[config.mk]
export PLATFORM = sky130hd
export DESIGN_NAME = posit_mul_core_flat
export DESIGN_NICKNAME = d
export VERILOG_FILES = /design/src/rtl/posit_mul_core_if.sv /design/src/rtl/posit_mul_core.sv /design/src/flat_wrapper.sv
export SDC_FILE = /design/constraint.sdc
export NUM_CORES = 1
export LEC_CHECK = 0
export BUFFER_PORTS_ARGS = -buffer_cell sky130_fd_sc_hd__buf_2
export CAP_MARGIN = 25
export CORE_UTILIZATION = 45
export DETAILED_ROUTE_END_ITERATION = 16
export PLACE_DENSITY = 0.71
export SYNTH_ARGS = -nofsm -noshare
export SYNTH_HDL_FRONTEND = slang
export SYNTH_SLANG_ARGS = --single-unit
export TNS_END_PERCENT = 1
[constraint.sdc]
create_clock -name clk -period 7.26 [get_ports clk]
set_input_delay 1.452 -clock clk [delete_from_list [all_inputs] [get_ports clk]]
set_output_delay 1.452 -clock clk [all_outputs]
set_load 0.005 [all_outputs]
[src/rtl/posit_mul_core_if.sv]
// rtl/posit_mul_core_if.sv - operand/result handshake bundle for posit_mul_core
interface posit_mul_core_if #(
  parameter int RS = 5,
  parameter int ES = 1,
  parameter int FS = 12
);
  logic          in_valid;
  logic          in_ready;
  logic          a_sign;
  logic          b_sign;
  logic [RS-1:0] a_regi;
  logic [RS-1:0] b_regi;
  logic [ES-1:0] a_expo;
  logic [ES-1:0] b_expo;
  logic [FS-1:0] a_frac;
  logic [FS-1:0] b_frac;
  logic          a_allzero;
  logic          b_allzero;
  logic          a_allone;
  logic          b_allone;

  logic          out_valid;
  logic          out_ready;
  logic          out_sign;
  logic [7:0]    out_scale;
  logic [23:0]   out_frac;
  logic          out_sticky;
  logic          out_zero;
  logic          out_nar;

  modport slave (
    input  in_valid, a_sign, b_sign, a_regi, b_regi, a_expo, b_expo,
           a_frac, b_frac, a_allzero, b_allzero, a_allone, b_allone, out_ready,
    output in_ready, out_valid, out_sign, out_scale, out_frac, out_sticky,
           out_zero, out_nar
  );

  modport master (
    output in_valid, a_sign, b_sign, a_regi, b_regi, a_expo, b_expo,
           a_frac, b_frac, a_allzero, b_allzero, a_allone, b_allone, out_ready,
    input  in_ready, out_valid, out_sign, out_scale, out_frac, out_sticky,
           out_zero, out_nar
  );
endinterface

[src/rtl/posit_mul_core.sv]
// rtl/posit_mul_core.sv - 3-stage posit(16,1) field multiplier producing an
// unrounded normalised product for the downstream rounder/encoder.
module posit_mul_core #(
  parameter int RS = 5,
  parameter int ES = 1,
  parameter int FS = 12
) (
  input logic            clk,
  input logic            rst,
  posit_mul_core_if.slave bus
);
  localparam int MW = FS + 1;
  localparam int PW = 2 * MW;
  localparam int SW = 8;

  logic ready1, ready2, ready3;
  logic v1_q, v2_q, v3_q;

  logic          s1_sign_q, s1_nar_q, s1_zero_q;
  logic [SW-1:0] s1_scale_q;
  logic [MW-1:0] s1_ma_q, s1_mb_q;

  logic          s2_sign_q, s2_nar_q, s2_zero_q;
  logic [SW-1:0] s2_scale_q;
  logic [PW-1:0] s2_prod_q;

  logic          out_sign_q, out_sticky_q, out_zero_q, out_nar_q;
  logic [SW-1:0] out_scale_q;
  logic [23:0]   out_frac_q;

  logic          a_nar, b_nar, a_zero, b_zero;
  logic          s1_nar_d, s1_zero_d;
  logic [SW-1:0] a_scale, b_scale, s1_scale_d;

  logic          out_sign_d, out_sticky_d;
  logic [SW-1:0] out_scale_d;
  logic [23:0]   out_frac_d;

  logic          unused_allone;
  assign unused_allone = bus.a_allone | bus.b_allone;

  assign ready3       = ~v3_q | bus.out_ready;
  assign ready2       = ~v2_q | ready3;
  assign ready1       = ~v1_q | ready2;
  assign bus.in_ready = ready1;

  assign a_nar  = bus.a_allzero & bus.a_sign;
  assign b_nar  = bus.b_allzero & bus.b_sign;
  assign a_zero = bus.a_allzero & ~bus.a_sign;
  assign b_zero = bus.b_allzero & ~bus.b_sign;

  // 2k+e with ES=1 is just {k, e}: the regime shift leaves the LSB free for e.
  assign a_scale    = {{(SW-RS-ES){bus.a_regi[RS-1]}}, bus.a_regi, bus.a_expo};
  assign b_scale    = {{(SW-RS-ES){bus.b_regi[RS-1]}}, bus.b_regi, bus.b_expo};
  assign s1_scale_d = a_scale + b_scale;
  assign s1_nar_d   = a_nar | b_nar;
  assign s1_zero_d  = ~s1_nar_d & (a_zero | b_zero);

  always_comb begin
    out_sign_d   = s2_sign_q;
    out_scale_d  = s2_scale_q;
    out_frac_d   = s2_prod_q[23:0];
    out_sticky_d = 1'b0;
    if (s2_prod_q[PW-1]) begin
      out_scale_d  = s2_scale_q + 8'd1;
      out_frac_d   = s2_prod_q[PW-2:1];
      out_sticky_d = s2_prod_q[0];
    end
    if (s2_nar_q | s2_zero_q) begin
      out_sign_d   = 1'b0;
      out_scale_d  = '0;
      out_frac_d   = '0;
      out_sticky_d = 1'b0;
    end
  end

  always_ff @(posedge clk or posedge rst) begin
    if (rst) begin
      v1_q       <= 1'b0;
      s1_sign_q  <= 1'b0;
      s1_nar_q   <= 1'b0;
      s1_zero_q  <= 1'b0;
      s1_scale_q <= '0;
      s1_ma_q    <= '0;
      s1_mb_q    <= '0;
    end else if (ready1) begin
      v1_q <= bus.in_valid;
      if (bus.in_valid) begin
        s1_sign_q  <= bus.a_sign ^ bus.b_sign;
        s1_nar_q   <= s1_nar_d;
        s1_zero_q  <= s1_zero_d;
        s1_scale_q <= s1_scale_d;
        s1_ma_q    <= {1'b1, bus.a_frac};
        s1_mb_q    <= {1'b1, bus.b_frac};
      end
    end
  end

  always_ff @(posedge clk or posedge rst) begin
    if (rst) begin
      v2_q       <= 1'b0;
      s2_sign_q  <= 1'b0;
      s2_nar_q   <= 1'b0;
      s2_zero_q  <= 1'b0;
      s2_scale_q <= '0;
      s2_prod_q  <= '0;
    end else if (ready2) begin
      v2_q <= v1_q;
      if (v1_q) begin
        s2_sign_q  <= s1_sign_q;
        s2_nar_q   <= s1_nar_q;
        s2_zero_q  <= s1_zero_q;
        s2_scale_q <= s1_scale_q;
        s2_prod_q  <= s1_ma_q * s1_mb_q;
      end
    end
  end

  always_ff @(posedge clk or posedge rst) begin
    if (rst) begin
      v3_q         <= 1'b0;
      out_sign_q   <= 1'b0;
      out_scale_q  <= '0;
      out_frac_q   <= '0;
      out_sticky_q <= 1'b0;
      out_zero_q   <= 1'b0;
      out_nar_q    <= 1'b0;
    end else if (ready3) begin
      v3_q <= v2_q;
      if (v2_q) begin
        out_sign_q   <= out_sign_d;
        out_scale_q  <= out_scale_d;
        out_frac_q   <= out_frac_d;
        out_sticky_q <= out_sticky_d;
        out_zero_q   <= s2_zero_q;
        out_nar_q    <= s2_nar_q;
      end
    end
  end

  assign bus.out_valid  = v3_q;
  assign bus.out_sign   = out_sign_q;
  assign bus.out_scale  = out_scale_q;
  assign bus.out_frac   = out_frac_q;
  assign bus.out_sticky = out_sticky_q;
  assign bus.out_zero   = out_zero_q;
  assign bus.out_nar    = out_nar_q;
endmodule

[src/flat_wrapper.sv]
// flat-port wrapper written by rule: the top's interface ports become plain ports
module posit_mul_core_flat 
#(
  parameter int RS = 5,
  parameter int ES = 1,
  parameter int FS = 12
)
  (clk, rst, bus_in_valid, bus_a_sign, bus_b_sign, bus_a_regi, bus_b_regi, bus_a_expo, bus_b_expo, bus_a_frac, bus_b_frac, bus_a_allzero, bus_b_allzero, bus_a_allone, bus_b_allone, bus_out_ready, bus_in_ready, bus_out_valid, bus_out_sign, bus_out_scale, bus_out_frac, bus_out_sticky, bus_out_zero, bus_out_nar);
  posit_mul_core_if #(.RS(RS), .ES(ES), .FS(FS)) bus_i ();
  input logic clk;
  input logic rst;
  input wire logic [$bits(bus_i.in_valid)-1:0] bus_in_valid;
  input wire logic [$bits(bus_i.a_sign)-1:0] bus_a_sign;
  input wire logic [$bits(bus_i.b_sign)-1:0] bus_b_sign;
  input wire logic [$bits(bus_i.a_regi)-1:0] bus_a_regi;
  input wire logic [$bits(bus_i.b_regi)-1:0] bus_b_regi;
  input wire logic [$bits(bus_i.a_expo)-1:0] bus_a_expo;
  input wire logic [$bits(bus_i.b_expo)-1:0] bus_b_expo;
  input wire logic [$bits(bus_i.a_frac)-1:0] bus_a_frac;
  input wire logic [$bits(bus_i.b_frac)-1:0] bus_b_frac;
  input wire logic [$bits(bus_i.a_allzero)-1:0] bus_a_allzero;
  input wire logic [$bits(bus_i.b_allzero)-1:0] bus_b_allzero;
  input wire logic [$bits(bus_i.a_allone)-1:0] bus_a_allone;
  input wire logic [$bits(bus_i.b_allone)-1:0] bus_b_allone;
  input wire logic [$bits(bus_i.out_ready)-1:0] bus_out_ready;
  output wire logic [$bits(bus_i.in_ready)-1:0] bus_in_ready;
  output wire logic [$bits(bus_i.out_valid)-1:0] bus_out_valid;
  output wire logic [$bits(bus_i.out_sign)-1:0] bus_out_sign;
  output wire logic [$bits(bus_i.out_scale)-1:0] bus_out_scale;
  output wire logic [$bits(bus_i.out_frac)-1:0] bus_out_frac;
  output wire logic [$bits(bus_i.out_sticky)-1:0] bus_out_sticky;
  output wire logic [$bits(bus_i.out_zero)-1:0] bus_out_zero;
  output wire logic [$bits(bus_i.out_nar)-1:0] bus_out_nar;
  assign bus_i.in_valid = bus_in_valid;
  assign bus_i.a_sign = bus_a_sign;
  assign bus_i.b_sign = bus_b_sign;
  assign bus_i.a_regi = bus_a_regi;
  assign bus_i.b_regi = bus_b_regi;
  assign bus_i.a_expo = bus_a_expo;
  assign bus_i.b_expo = bus_b_expo;
  assign bus_i.a_frac = bus_a_frac;
  assign bus_i.b_frac = bus_b_frac;
  assign bus_i.a_allzero = bus_a_allzero;
  assign bus_i.b_allzero = bus_b_allzero;
  assign bus_i.a_allone = bus_a_allone;
  assign bus_i.b_allone = bus_b_allone;
  assign bus_i.out_ready = bus_out_ready;
  assign bus_in_ready = bus_i.in_ready;
  assign bus_out_valid = bus_i.out_valid;
  assign bus_out_sign = bus_i.out_sign;
  assign bus_out_scale = bus_i.out_scale;
  assign bus_out_frac = bus_i.out_frac;
  assign bus_out_sticky = bus_i.out_sticky;
  assign bus_out_zero = bus_i.out_zero;
  assign bus_out_nar = bus_i.out_nar;
  posit_mul_core #(.RS(RS), .ES(ES), .FS(FS)) u_core (.clk(clk), .rst(rst), .bus(bus_i));
endmodule
==> flow_summary.toml <==
[min_path]
hp-class = "register to register"
hold_path_depth = 2
hold_start = "u_core.s1_scale_q[5]"
min_to = "u_core.s2_scale_q[5]"

[clock_tree]
hold_buffers = 0
cts_tree = "yes"
clock-sinks = 110
cts.path.max_buffers = 2
htreeDepth = 3
clock_tree.root_cell = "clkbuf_16"
ctsResizeCount = 0
cts.clk_slew.worst_paths_ns = 0.08
numCtsBuffers = 9
clock_latency_ns = 0.37
post_cts_buffers = 0

[sta]
setup_violations = 0
period_minus_slack_ns = 5.55
finalCritPeriodShare = 0.765
clock.fmax_mhz = 180
worst_slew_pin_slew_ns = 0.879
clock_skew_ns = 0.0143
rsz0062_at_grt = "false"
relSlewSlack = 0.414
hold_viol = 0
drv_slew = 0
timing.setup.tns_ns = 0

[floorplanning]
die_h_um = 154
die_x_um = 154
pin_count = 84
initial_core_util = 0.458
core-area_um2 = 22600
die_area_um2 = 23700
rows = 55

[worst_setup_path]
endpoint_kind = "register"
arrival_ns = 5.84
r2r_end = "u_core.s2_prod_q[23]"
reg2reg_depth = 16
r2r_start = "u_core.s1_mb_q[12]"
r2r_slack_ns = 1.71
start_kind = "register"
worst_ep_required_time_ns = 7.54
critical_path.max_fanout = 26
worstSetupPathType = "register to register"

[synthesis]
synth_top_area_share = 0.265
synth_cells = 1112
syn_area_um2 = 10400
synthDistinctLibCells = 65
avgSynthCellArea_um2 = 9.33
synth_area_leader_cell = "dfrtp_1"
synth_warnings = 0
ys_ff_latch = 110
synth_edf_count = 0
yosysSeqAreaShare = 0.265
async_flop_share = 1.00
ys_top_cells_by_area = "dfrtp_1 27%, fa_1 24%, ha_1 9.4%"
syn_nets = 1358
ys.flop_type = "dfrtp_1"

[drt]
drtIter0Drc = 451
wirelength_um = 21000
vias = 7553
first_pass_iters = 7
vias_per_cell = 5.24
wire_per_inst_um = 14.6
drc = 0
drtAntennaViolNets = 0

[global_routing]
grt_pass1_wl_um = 36600
grt_pass1_vias = 7600
antenna_found_initial = 0
track_usage = 0.192
grt_remaining_overflow = 0
grt_max_degree = 68

[flow_run]
cap_violations = 0

[place]
numPortBuffers = 81
gp_congestion = 0.825
place_hpwl_um = 16000

[finish]
antennaDiodeCount = 0
area_growth_pct = 8.99
layout_commonest_cell = "nand2_1"
mostFrequentLayoutCells = "208 x nand2_1, 178 x inv_1, 122 x fa_1, 110 x dfrtp_1, 81 x buf_2"
drive_above_1_share = 0.127
nNetsFinal = 1398
fillers = 2101

[run_status]
outcome = "finished, final reports clean"
## through the flow
step           instances  cell area (um^2)  hold WS [ns]  worst slack, ns  utilization
6_report            1442             11300         0.469             1.71        0.499
5_1_grt             1442             11300         0.502             1.34        0.499
4_1_cts             1440             11300         0.470             1.71        0.497
3_5_place_dp        1424             11000         0.449             1.73        0.484
3_3_place_gp        1423             10900         0.448             1.73        0.483
2_1_floorplan       1112             10400         0.433             2.16            -
## metal layers
layer,part of all wire,vias up,global-route usage
li1,-,3580,-
met1,0.44,3816,0.251
met5,0,-,0
met4,0.019,0,0.0562
met2,0.51,132,0.329
met3,0.033,25,0.0313
## cell usage after synthesis (all sizes together) (2+ instances only)
library cell,count
nand2,210
inv,179
fa,122
dfrtp,110
and2,78
ha,78
o21ai,60
clkbuf,49
mux2,27
mux2i,25
a21oi,21
nand3,14
nor2,14
xor2,12
xnor2,10
buf,9
a21o,8
nor3,8
a211oi,6
nand2b,5
nand4,5
a31oi,4
and3,4
nand3b,4
nor3b,4
o31ai,4
a2111oi,3
a211o,3
a31o,3
o21bai,3
a22o,2
nor2b,2
or2,2
## sequential cells by signal, indices dropped and copies added (netlist names)
signal,flops
u_core.s2_prod_q,26
u_core.bus.out_frac,24
u_core.s1_mb_q,13
u_core.s1_ma_q,12
u_core.bus.out_scale,8
u_core.s1_scale_q,7
u_core.s2_scale_q,7
u_core.bus.out_nar,1
u_core.bus.out_sign,1
u_core.bus.out_sticky,1
u_core.bus.out_valid,1
u_core.bus.out_zero,1
u_core.s1_nar_q,1
u_core.s1_sign_q,1
u_core.s1_zero_q,1
u_core.s2_nar_q,1
u_core.s2_sign_q,1
u_core.s2_zero_q,1
u_core.v1_q,1
u_core.v2_q,1
## worst max-delay path by stage
stage                                  start                    to  slack, ns  cells after the start
after floorplan           u_core.s1_ma_q[11]  u_core.s2_prod_q[17]       2.16                     19
after global placement    u_core.s1_mb_q[12]  u_core.s2_prod_q[23]       1.73                     16
after detailed placement  u_core.s1_mb_q[12]  u_core.s2_prod_q[23]       1.73                     16
after CTS                 u_core.s1_mb_q[12]  u_core.s2_prod_q[23]       1.71                     16
after global routing      u_core.s1_mb_q[12]  u_core.s2_prod_q[23]       1.34                     16
final                     u_core.s1_mb_q[12]  u_core.s2_prod_q[23]       1.71                     16
## worst max-delay path, stage by stage, from the launching register on
cell and delay [ns]:
dfrtp_1 0.88, nand2_1 0.18, fa_1 0.57, inv_1 0.05, fa_1 0.50, fa_1 0.50
fa_1 0.49, inv_1 0.05, fa_1 0.47, inv_1 0.04, ha_1 0.42, a21oi_1 0.16
or2_2 0.32, a31oi_1 0.33, nand3_1 0.15, a211o_1 0.29, o211ai_2 0.07
## cells by family (layout without fill, tap and decap cells)
logic type,after synthesis,after routing,share of synthesized area
compound gates,134,134,0.0842
xor+xnor,22,22,0.0186
fa+ha+maj,200,200,0.330
buf+inv,237,282,0.0869
flops,110,110,0.265
mux,52,52,0.0534
simple gates,357,357,0.162
## cell type report
class	count	area, um^2	share of cell area
clock inverter	7	76.3	0.00675
clock buffer	9	225	0.0199
inverter	179	674	0.0597
tap	285	357	0.0315
sequential	110	2750	0.244
multi-input combinational	765	6720	0.595
timing repair buffer	87	495	0.0438
Power is not shown: default switching activity piles up to over one toggle a cycle in this logic, so the estimate is an artifact.
